--- src/rtl/delay_line_if.sv ---
// rtl/delay_line_if.sv - stream/control bundle between a delay_line and its user
//
// Purpose: groups shift control, input sample, tap select and tap outputs.
// Signals:
//   ce       shift enable (user -> line)
//   flush    synchronous clear of data, valid and fill (user -> line)
//   d        input data, N bits (user -> line)
//   d_valid  valid flag travelling with d (user -> line)
//   sel      requested delay in ce-cycles, SEL_W bits (user -> line)
//   q        data at selected tap (line -> user)
//   q_valid  valid flag at selected tap (line -> user)
//   fill     ce-shifts since reset/flush, saturating at DEPTH (line -> user)
//   primed   fill >= effective tap (line -> user)
interface delay_line_if #(
    parameter int N     = 8,
    parameter int DEPTH = 4
);
    localparam int SEL_W = $clog2(DEPTH + 1);

    logic             ce;
    logic             flush;
    logic [N-1:0]     d;
    logic             d_valid;
    logic [SEL_W-1:0] sel;
    logic [N-1:0]     q;
    logic             q_valid;
    logic [SEL_W-1:0] fill;
    logic             primed;

    modport master (
        output ce, flush, d, d_valid, sel,
        input  q, q_valid, fill, primed
    );

    modport slave (
        input  ce, flush, d, d_valid, sel,
        output q, q_valid, fill, primed
    );
endinterface

--- src/rtl/delay_line.sv ---
// rtl/delay_line.sv - multi-stage enabled delay line with valid, flush and selectable tap
//
// Purpose: DEPTH register stages of {data, valid} advancing on ce; the output
// taps stage k where k is sel clamped to 1..DEPTH. A saturating fill counter
// reports how many shifts have happened since reset/flush, and primed says
// whether the selected tap has been reached by real shifts yet.
// Ports:
//   clk    system clock, all state on rising edge
//   rst_n  synchronous active-low reset
//   bus    delay_line_if slave modport (ce, flush, d, d_valid, sel in;
//          q, q_valid, fill, primed out)
module delay_line #(
    parameter int N     = 8,
    parameter int DEPTH = 4
) (
    input  logic         clk,
    input  logic         rst_n,
    delay_line_if.slave  bus
);
    localparam int SEL_W = $clog2(DEPTH + 1);
    localparam logic [SEL_W-1:0] DEPTH_S = SEL_W'(DEPTH);
    localparam logic [SEL_W-1:0] ONE_S   = SEL_W'(1);

    logic [N-1:0]     data_q [1:DEPTH];
    logic             vld_q  [1:DEPTH];
    logic [SEL_W-1:0] fill_q;
    logic [SEL_W-1:0] fill_d;
    logic [SEL_W-1:0] tap;
    logic [N-1:0]     q_mux;
    logic             v_mux;

    // Reset and flush clear identically; flush wins over ce so a sample
    // presented on the flush edge is discarded.
    for (genvar i = 1; i <= DEPTH; i++) begin : g_stage
        if (i == 1) begin : g_head
            always_ff @(posedge clk) begin
                if (!rst_n || bus.flush) begin
                    data_q[i] <= '0;
                    vld_q[i]  <= 1'b0;
                end else if (bus.ce) begin
                    data_q[i] <= bus.d;
                    vld_q[i]  <= bus.d_valid;
                end
            end
        end else begin : g_body
            always_ff @(posedge clk) begin
                if (!rst_n || bus.flush) begin
                    data_q[i] <= '0;
                    vld_q[i]  <= 1'b0;
                end else if (bus.ce) begin
                    data_q[i] <= data_q[i-1];
                    vld_q[i]  <= vld_q[i-1];
                end
            end
        end
    end

    always_comb begin
        fill_d = fill_q;
        if (bus.ce && (fill_q != DEPTH_S)) begin
            fill_d = fill_q + ONE_S;
        end
    end

    always_ff @(posedge clk) begin
        if (!rst_n || bus.flush) begin
            fill_q <= '0;
        end else begin
            fill_q <= fill_d;
        end
    end

    // sel 0 means "one stage"; anything past the end selects the last stage.
    always_comb begin
        tap = bus.sel;
        if (bus.sel == '0) begin
            tap = ONE_S;
        end else if (bus.sel > DEPTH_S) begin
            tap = DEPTH_S;
        end
    end

    // Output mux reads registers only; sel is the sole combinational input.
    always_comb begin
        q_mux = '0;
        v_mux = 1'b0;
        for (int i = 1; i <= DEPTH; i++) begin
            if (tap == SEL_W'(i)) begin
                q_mux = data_q[i];
                v_mux = vld_q[i];
            end
        end
    end

    assign bus.q       = q_mux;
    assign bus.q_valid = v_mux;
    assign bus.fill    = fill_q;
    assign bus.primed  = (fill_q >= tap);
endmodule

--- src/flat_wrapper.sv ---
// flat-port wrapper written by rule: the top's interface ports become plain ports
module delay_line_flat 
#(
    parameter int N     = 8,
    parameter int DEPTH = 4
)
  (clk, rst_n, bus_ce, bus_flush, bus_d, bus_d_valid, bus_sel, bus_q, bus_q_valid, bus_fill, bus_primed);
  delay_line_if #(.N(N), .DEPTH(DEPTH)) bus_i ();
  input  logic clk;
  input  logic rst_n;
  input wire logic [$bits(bus_i.ce)-1:0] bus_ce;
  input wire logic [$bits(bus_i.flush)-1:0] bus_flush;
  input wire logic [$bits(bus_i.d)-1:0] bus_d;
  input wire logic [$bits(bus_i.d_valid)-1:0] bus_d_valid;
  input wire logic [$bits(bus_i.sel)-1:0] bus_sel;
  output wire logic [$bits(bus_i.q)-1:0] bus_q;
  output wire logic [$bits(bus_i.q_valid)-1:0] bus_q_valid;
  output wire logic [$bits(bus_i.fill)-1:0] bus_fill;
  output wire logic [$bits(bus_i.primed)-1:0] bus_primed;
  assign bus_i.ce = bus_ce;
  assign bus_i.flush = bus_flush;
  assign bus_i.d = bus_d;
  assign bus_i.d_valid = bus_d_valid;
  assign bus_i.sel = bus_sel;
  assign bus_q = bus_i.q;
  assign bus_q_valid = bus_i.q_valid;
  assign bus_fill = bus_i.fill;
  assign bus_primed = bus_i.primed;
  delay_line #(.N(N), .DEPTH(DEPTH)) u_core (.clk(clk), .rst_n(rst_n), .bus(bus_i));
endmodule
--- config.mk ---
export PLATFORM = sky130hd
export DESIGN_NAME = delay_line_flat
export DESIGN_NICKNAME = d
export VERILOG_FILES = /design/src/rtl/delay_line_if.sv /design/src/rtl/delay_line.sv /design/src/flat_wrapper.sv
export SDC_FILE = /design/constraint.sdc
export NUM_CORES = 1
export LEC_CHECK = 0
export CAP_MARGIN = 15
export CORE_ASPECT_RATIO = 1.1
export CORE_MARGIN = 2
export CORE_UTILIZATION = 40
export CTS_CLUSTER_DIAMETER = 30
export DETAILED_ROUTE_END_ITERATION = 10
export PLACE_DENSITY = 0.74
export SYNTH_ARGS = -nofsm -noshare
export SYNTH_HDL_FRONTEND = slang
export SYNTH_SLANG_ARGS = --single-unit
--- constraint.sdc ---
create_clock -name clk -period 1.9 [get_ports clk]
set_input_delay 0.19 -clock clk [delete_from_list [all_inputs] [get_ports clk]]
set_output_delay 0.19 -clock clk [all_outputs]
set_load 0.005 [all_outputs]
; ---- Word-level counts from Yosys, hierarchy flattened
; Memories as Yosys holds them, arrays and structs flattened.
; Index checks and enable logic that the tools add are counted.
[word_totals]
ff_bits = 3
ramBits = 36
input_bits = 16
output_inout_bits = 13
mem_count = 2
[op_classes]
n_addsub = 1
magnitude_cmp = 2
eq_ne = 5
n_mux = 23
n_bitwise = 8
reduce_logical = 4
[mem_list]
columns = memory, depth, width, read_ports, rd_clocked_by_memory_dff, wr, line_no
row1 = u_core.data_q, 4, 8, 4, 0, 4, delay_line.sv:24  ; logic [N-1:0] data_q [1:DEPTH];
row2 = u_core.vld_q, 4, 1, 4, 0, 4, delay_line.sv:25  ; logic vld_q [1:DEPTH];
[op_table]
columns = op, count
row1 = 8-bit two-way mux, 8
row2 = 1-bit two-way mux, 13
row3 = 1-bit OR, 8
row4 = "3-bit by 2-bit == test with 1-bit output, second input constant", 2
row5 = 3-bit two-way mux, 2
row6 = "3-bit by 1-bit adder with 3-bit output, second input constant", 1
row7 = "3-bit by 1-bit == test with 1-bit output, second input constant", 1
row8 = "3-bit == test, second input constant", 1
row9 = 3-bit >= comparator, 1
row10 = "3-bit > comparator, second input constant", 1
row11 = 3-bit zero test, 1
row12 = "3-bit inequality test, second input constant", 1
row13 = 1-bit logical AND, 1
row14 = 1-bit zero test, 1
row15 = 1-bit logical OR, 1

; ---- Depth between registers and ports, before layout
; Gate-level depths: netlist (run 1).
[logic_depth]
depth_word = 8
depth_mapped = 7

; ---- Least setup slack after synthesis (run 1)
; OpenSTA, ideal clock, no wires.
[synth_timing]
path_type = in2reg
start = input port bus_flush
end = register u_core.data_q[0][10] (netlist name)
setup_time_ns = 0.399
t_arrival_ns = 1.253
t_required_ns = 1.501
path_slack_ns = 0.248
path_stages = 2
path_buffers = 0
path_cell_list = nand2b_4 nand2b_1
[synth_lines]
columns = element, line_no
row1 = from (decl), flat_wrapper.sv:12  ; input wire logic [$bits(bus_i.flush)-1:0] bus_flush;

; ---- Worst setup path in the final report (run 1)
[layout_timing]
start = register u_core.fill_q[0] (netlist: u_core.bus.fill[0])
end = output port bus_primed
[layout_between]
elab_chain_cells = 1
[layout_rtl]
columns = element, line_no
row1 = from (decl), delay_line.sv:26  ; logic [SEL_W-1:0] fill_q;
row2 = from (signal assigned), delay_line.sv:69  ; fill_q <= fill_d;
row3 = 3-bit >= comparator, delay_line.sv:98  ; assign bus.primed = (fill_q >= tap);
row4 = to (decl), flat_wrapper.sv:19  ; output wire logic [$bits(bus_i.primed)-1:0] bus_primed;
; No other way between the ends.

==> impl_metrics.toml, run 1 <==
[outcome]
status = "finished clean"

[global_route]
grt_max_degree = 37
antenna_found_initial = 0
gr-usage-all-layers = 0.127
grt.overflow.total = 0
grt_pass1_vias = 1124
grt_pass1_wl_um = 5090

[cells_and_area]
layout_common_cells = "and2_1, edfxtp_1, clkdlybuf4s50_1, nor2_1"
fillCellCount = 402
area_growth_pct = 25.4
drive_gt1_frac = 0.145
final_util = 0.513
fin_nets = 198
antenna_cells = 0

[clock_tree]
cts_hold_buf = 0
cts.sinks = 39
cts_buffer_depth = 2
cts_root_buf = "clkbuf_8"
clk_pin_slew_ns = 0.07
cts_buffers = 5
h-tree-depth = 2
cts_tree = "done"
clock_latency_ns = 0.29

[route]
postRouteAntennaNets = 0
drc = 0
vias_per_cell = 4.90
wirelength_um = 3160
routedWlPerCell_um = 13.5
vias = 1152
drt_iter0_drc = 47
first_pass_iters = 4

[die]
die_w_um = 69.1
ios = 29
die_h_um = 75.6
dieArea_mm2 = 0.00523
initial_utilization = 0.410
core_area_mm2 = 0.00455
row_count = 26

[worst_setup_path]
arrival_ns = 1.63
path_cells = "inv_2 > ha_1 > nand2b_4 > maj3_2 > a21o_1 > buf_2"
critPathCaptureType = "output pin"
start_kind = "flip-flop"
slowest_delay_ns = 0.34
critPathMaxFanout = 2
slowest_stage = "dfxtp_2"
required_ns = 1.71
crit_type = "flip-flop to output pin"

[sta]
worst_pin_slew_ns = 0.540
fmax_mhz = 548
final.setup_skew_ns = 0.00508
layout_worst_path_cycle_share = 0.960
finalHoldViolCount = 0
final_max_slew_viol_count = 0
totalNegativeSetupSlack_ns = 0
layout_setup_ws_ns = 0.0754
max_slew_margin = 0.639
setup_viol = 0
period_needed_ns = 1.82
hold_slack_ns = 0.552

[logic_synthesis]
syn_avg_cell_area_um2 = 13.0
synthCells = 144
synth_seq_cells = 39
synthDistinctLibCells = 23
seq_area_frac_synth = 0.612
synth_area_mm2 = 0.00187
yosys_warnings = 0
synth_nets = 164

[power]
pwr-share-clk = 0.303
peakVddDrop_mv = 0.360
netSwitchingPower_w = 0.000367
comb_power_share = 0.116
power_frac_seq = 0.581
p_int_w = 0.00134
leakagePower_nw = 1.01
p_total_w = 0.00171
cellPowerDensity_mw_per_mm2 = 729
netSwitchingFraction = 0.215

[place]
numPortBuffers = 28
dp_hpwl_um = 2160
pre_cts_ws_ns = -0.438
gp_congestion = 0.710

[min_path]
hp-class = "input pin to flip-flop"

[run]
maxCapViolCount = 0
==> logic make-up after synthesis <==
logic type,Yosys count,share of synthesized area
flip-flops,39,0.612
XOR/XNOR,1,0.00470
multiplexers,10,0.0537
AND/OR/NAND/NOR,54,0.174
adder cells (fa/ha/maj),5,0.0329
AO/OA/AOI/OAI,22,0.0879
buffers and inverters,13,0.0349
==> routing by layer <==
metal	GRT usage	vias to the layer above	part of all wire
met5	0	-	0
met4	0.0654	0	0.023
met2	0.224	21	0.52
met3	0.0317	6	0.024
met1	0.146	551	0.44
li1	-	574	-
==> cell type report <==
class	count	area, um2	share of cell area
Clock buffer	6	72.6	0.0310
Tap cell	56	70.1	0.0300
Timing Repair Buffer	35	340	0.146
Sequential cell	39	1140	0.488
Inverter	5	18.8	0.00803
Multi-Input combinational cell	92	686	0.293
Clock inverter	2	8.76	0.00375
==> what timing repair did <==
item,4_1_cts,5_1_grt
hold endpoints to repair,0,0
setup buffers,1,1
pin swaps,1,1
setup endpoints to repair,10,4
gates resized for setup,12,3
==> synth_stat cells, drive strengths merged <==
cell type  count  area (um2)
dfxtp          3        60.1
maj3           1        11.3
a21oi          2        10.0
nor3           1        5.00
and4b          1        10.0
edfxtp        36        1080
inv            5        18.8
ha             4        50.1
nand2b         4        32.5
xnor2          1        8.76
buf            6        38.8
a211oi         9        67.6
a21o          10        75.1
clkbuf         2        7.51
nor2          12        52.6
mux2i         10         100
and2          36         225
a21boi         1        11.3
==> worst paths after layout <==
path                             start                   end  slack, ns  cells after the start
hold / removal                bus_d[6]  u_core.data_q[0][14]       0.55                      2
setup / recovery    u_core.bus.fill[0]            bus_primed       0.08                      6
setup reg to reg    u_core.bus.fill[0]    u_core.bus.fill[2]       0.60                      6
hold reg to reg   u_core.data_q[0][19]  u_core.data_q[0][27]       0.55                      1
==> worst max-delay path, delay by kind of cell, from the launching register on <==
family                     cells  cell delay (ns)
AOI/OAI and AO/OA              1             0.15
adders and majority gates      2             0.57
buffers and inverters          2             0.16
DFF                            1             0.34
and+or+nand+nor                1             0.13
==> registers in the layout, indices dropped and copies added (netlist names) <==
name	count
u_core.bus.fill	3
u_core.data_q	32
u_core.vld_q	4
==> power groups by stage <==
stage          Sequential, W  Combinational, W  Clock (W)
2_1_floorplan        0.00101         0.0000983          0
3_3_place_gp         0.00101          0.000185          0
3_5_place_dp         0.00101          0.000192          0
4_1_cts             0.000992          0.000195   0.000534
5_1_grt             0.000996          0.000216   0.000569
6_report            0.000992          0.000198   0.000516
==> stage by stage <==
stage,area [um2],cells
after floorplan,1870,144
after global placement,2220,225
after detailed placement,2220,225
after CTS,2320,234
after global routing,2340,235
final,2340,235
Power figures use the tool's default switching activity.
==> inputs of run 2 (changes only) <==
- CAP_MARGIN: 15 -> default
- CTS_CLUSTER_DIAMETER: 30 -> 150
==> results of run 2 <==
Final layout, timing and power as in run 1 (identical DEF).
==> inputs of run 3 (changes only) <==
- TNS_END_PERCENT: default -> 5
==> impl_metrics.toml, run 3 (synthesis gave the netlist of run 1 again) <==
[worst_setup_path]
r2r_cells = 5
r2r-start = "u_core.bus.fill[1]"
slowest_delay_ns = 0.34
critPathCaptureType = "output pin"
crit_type = "flip-flop to output pin"
r2r-end = "u_core.bus.fill[1]"
start_kind = "flip-flop"
reg2reg_slack_ns = 0.67
path_cells = "inv_2 > ha_1 > nand2b_4 > maj3_2 > a21o_1 > buf_2"
slowest_stage = "dfxtp_2"
startpoint = "u_core.bus.fill[0]"
critPathMaxFanout = 2
required_ns = 1.71
arrival_ns = 1.63

[sta]
worst_pin_slew_ns = 0.542
max_slew_margin = 0.638
setup_viol = 0
final_max_slew_viol_count = 0
fmax_mhz = 548
finalHoldViolCount = 0
final.setup_skew_ns = 0.00497
period_needed_ns = 1.82
totalNegativeSetupSlack_ns = 0
layout_worst_path_cycle_share = 0.960

[min_path]
hold_end = "u_core.data_q[0][14]"
hp-class = "input pin to flip-flop"
holdPathStages = 2
worstHoldStart = "bus_d[6]"

[power]
comb_power_share = 0.115
pwr-share-clk = 0.303
cellPowerDensity_mw_per_mm2 = 731
p_int_w = 0.00134
leakagePower_nw = 1.00
netSwitchingFraction = 0.215
netSwitchingPower_w = 0.000366
peakVddDrop_mv = 0.358
power_frac_seq = 0.582

[clock_tree]
cts.sinks = 39
cts_root_buf = "clkbuf_8"
cts_tree = "done"
cts_buffers = 5
cts_buffer_depth = 2
h-tree-depth = 2
clock_latency_ns = 0.29
clk_pin_slew_ns = 0.07

[cells_and_area]
area_growth_pct = 24.9
largest_register_ffs = 32
multiInputGateArea_um2 = 686
regArea_mm2 = 0.00114
fin_nets = 197
layout_common_cells = "and2_1, edfxtp_1, clkdlybuf4s50_1, nor2_1"
drive_gt1_frac = 0.140
antenna_cells = 0
regMostFlops = "u_core.data_q"
fillCellCount = 403
fin_area_mm2 = 0.00233

[place]
dp_hpwl_um = 2160
placed_cell_area_mm2 = 0.00222
gp_congestion = 0.710
numPortBuffers = 28

[die]
ios = 29
initial_utilization = 0.410
die_w_um = 69.1
row_count = 26
dieArea_mm2 = 0.00523
core_area_mm2 = 0.00455
die_h_um = 75.6

[global_route]
antenna_found_initial = 0
grt_pass1_vias = 1124
grt_pass1_wl_um = 5090
gr-usage-all-layers = 0.127
grt_max_degree = 37
grt.overflow.total = 0

[route]
first_pass_iters = 4
drt_iter0_drc = 53
postRouteAntennaNets = 0
vias = 1149
wirelength_um = 3160
vias_per_cell = 4.91
routedWlPerCell_um = 13.5
drc = 0

[run]
maxCapViolCount = 0

[outcome]
status = "finished clean"
==> run 3: power groups by stage <==
| stage | sequential, W | combinational, W | clock, W |
|---|---|---|---|
| 2_1_floorplan | 0.00101 | 0.0000983 | 0 |
| 3_3_place_gp | 0.00101 | 0.000185 | 0 |
| 3_5_place_dp | 0.00101 | 0.000192 | 0 |
| 4_1_cts | 0.000992 | 0.000195 | 0.000534 |
| 5_1_grt | 0.000996 | 0.000215 | 0.000569 |
| 6_report | 0.000992 | 0.000196 | 0.000516 |
==> run 3: final cells by class <==
cell class,instances,share of cell area
Clock inverter,2,0.00376
Tap cell,56,0.0301
Inverter,5,0.00805
Sequential cell,39,0.490
Clock buffer,6,0.0311
Timing Repair Buffer,34,0.143
Multi-Input combinational cell,92,0.294
==> run 3: through the flow <==
stage	hold slack [ns]	setup WS [ns]	utilization	std cells	power [W]
6_report	0.552	0.0756	0.512	234	0.00170
5_1_grt	0.542	-0.00847	0.512	234	0.00178
4_1_cts	0.546	0.0451	0.509	234	0.00172
3_5_place_dp	0.538	-0.438	0.487	225	0.00120
3_3_place_gp	0.531	-0.390	0.487	225	0.00119
2_1_floorplan	0.354	0.248	-	144	0.00110
==> run 3: what timing repair did <==
item                       4_1_cts  5_1_grt
hold buffers                     0        0
setup endpoints to repair       10        4
resized for setup               12        3
cloned                           0        0
setup buffers                    1        0
pin swaps                        1        1
==> run 3: routing by layer <==
layer	share of wire	up-vias	track usage
met5	0	-	0
met2	0.52	26	0.224
met1	0.43	544	0.146
met3	0.028	6	0.0317
met4	0.023	0	0.0654
li1	-	573	-
==> run 3: how the worst max path moves through the flow <==
stage / end / depth (start not counted)
after floorplan: u_core.data_q[0][10] / 2
after global placement: bus_primed / 8
after detailed placement: bus_primed / 8
after CTS: bus_primed / 6
after global routing: bus_q[6] / 6
final: bus_primed / 6
==> run 3: critical path: cells and delay by family, from the launching register on <==
kind,cells,cell delay (ns)
AOI/OAI and AO/OA,1,0.15
adders and majority gates,2,0.57
buffers and inverters,2,0.16
DFF,1,0.34
and+or+nand+nor,1,0.13
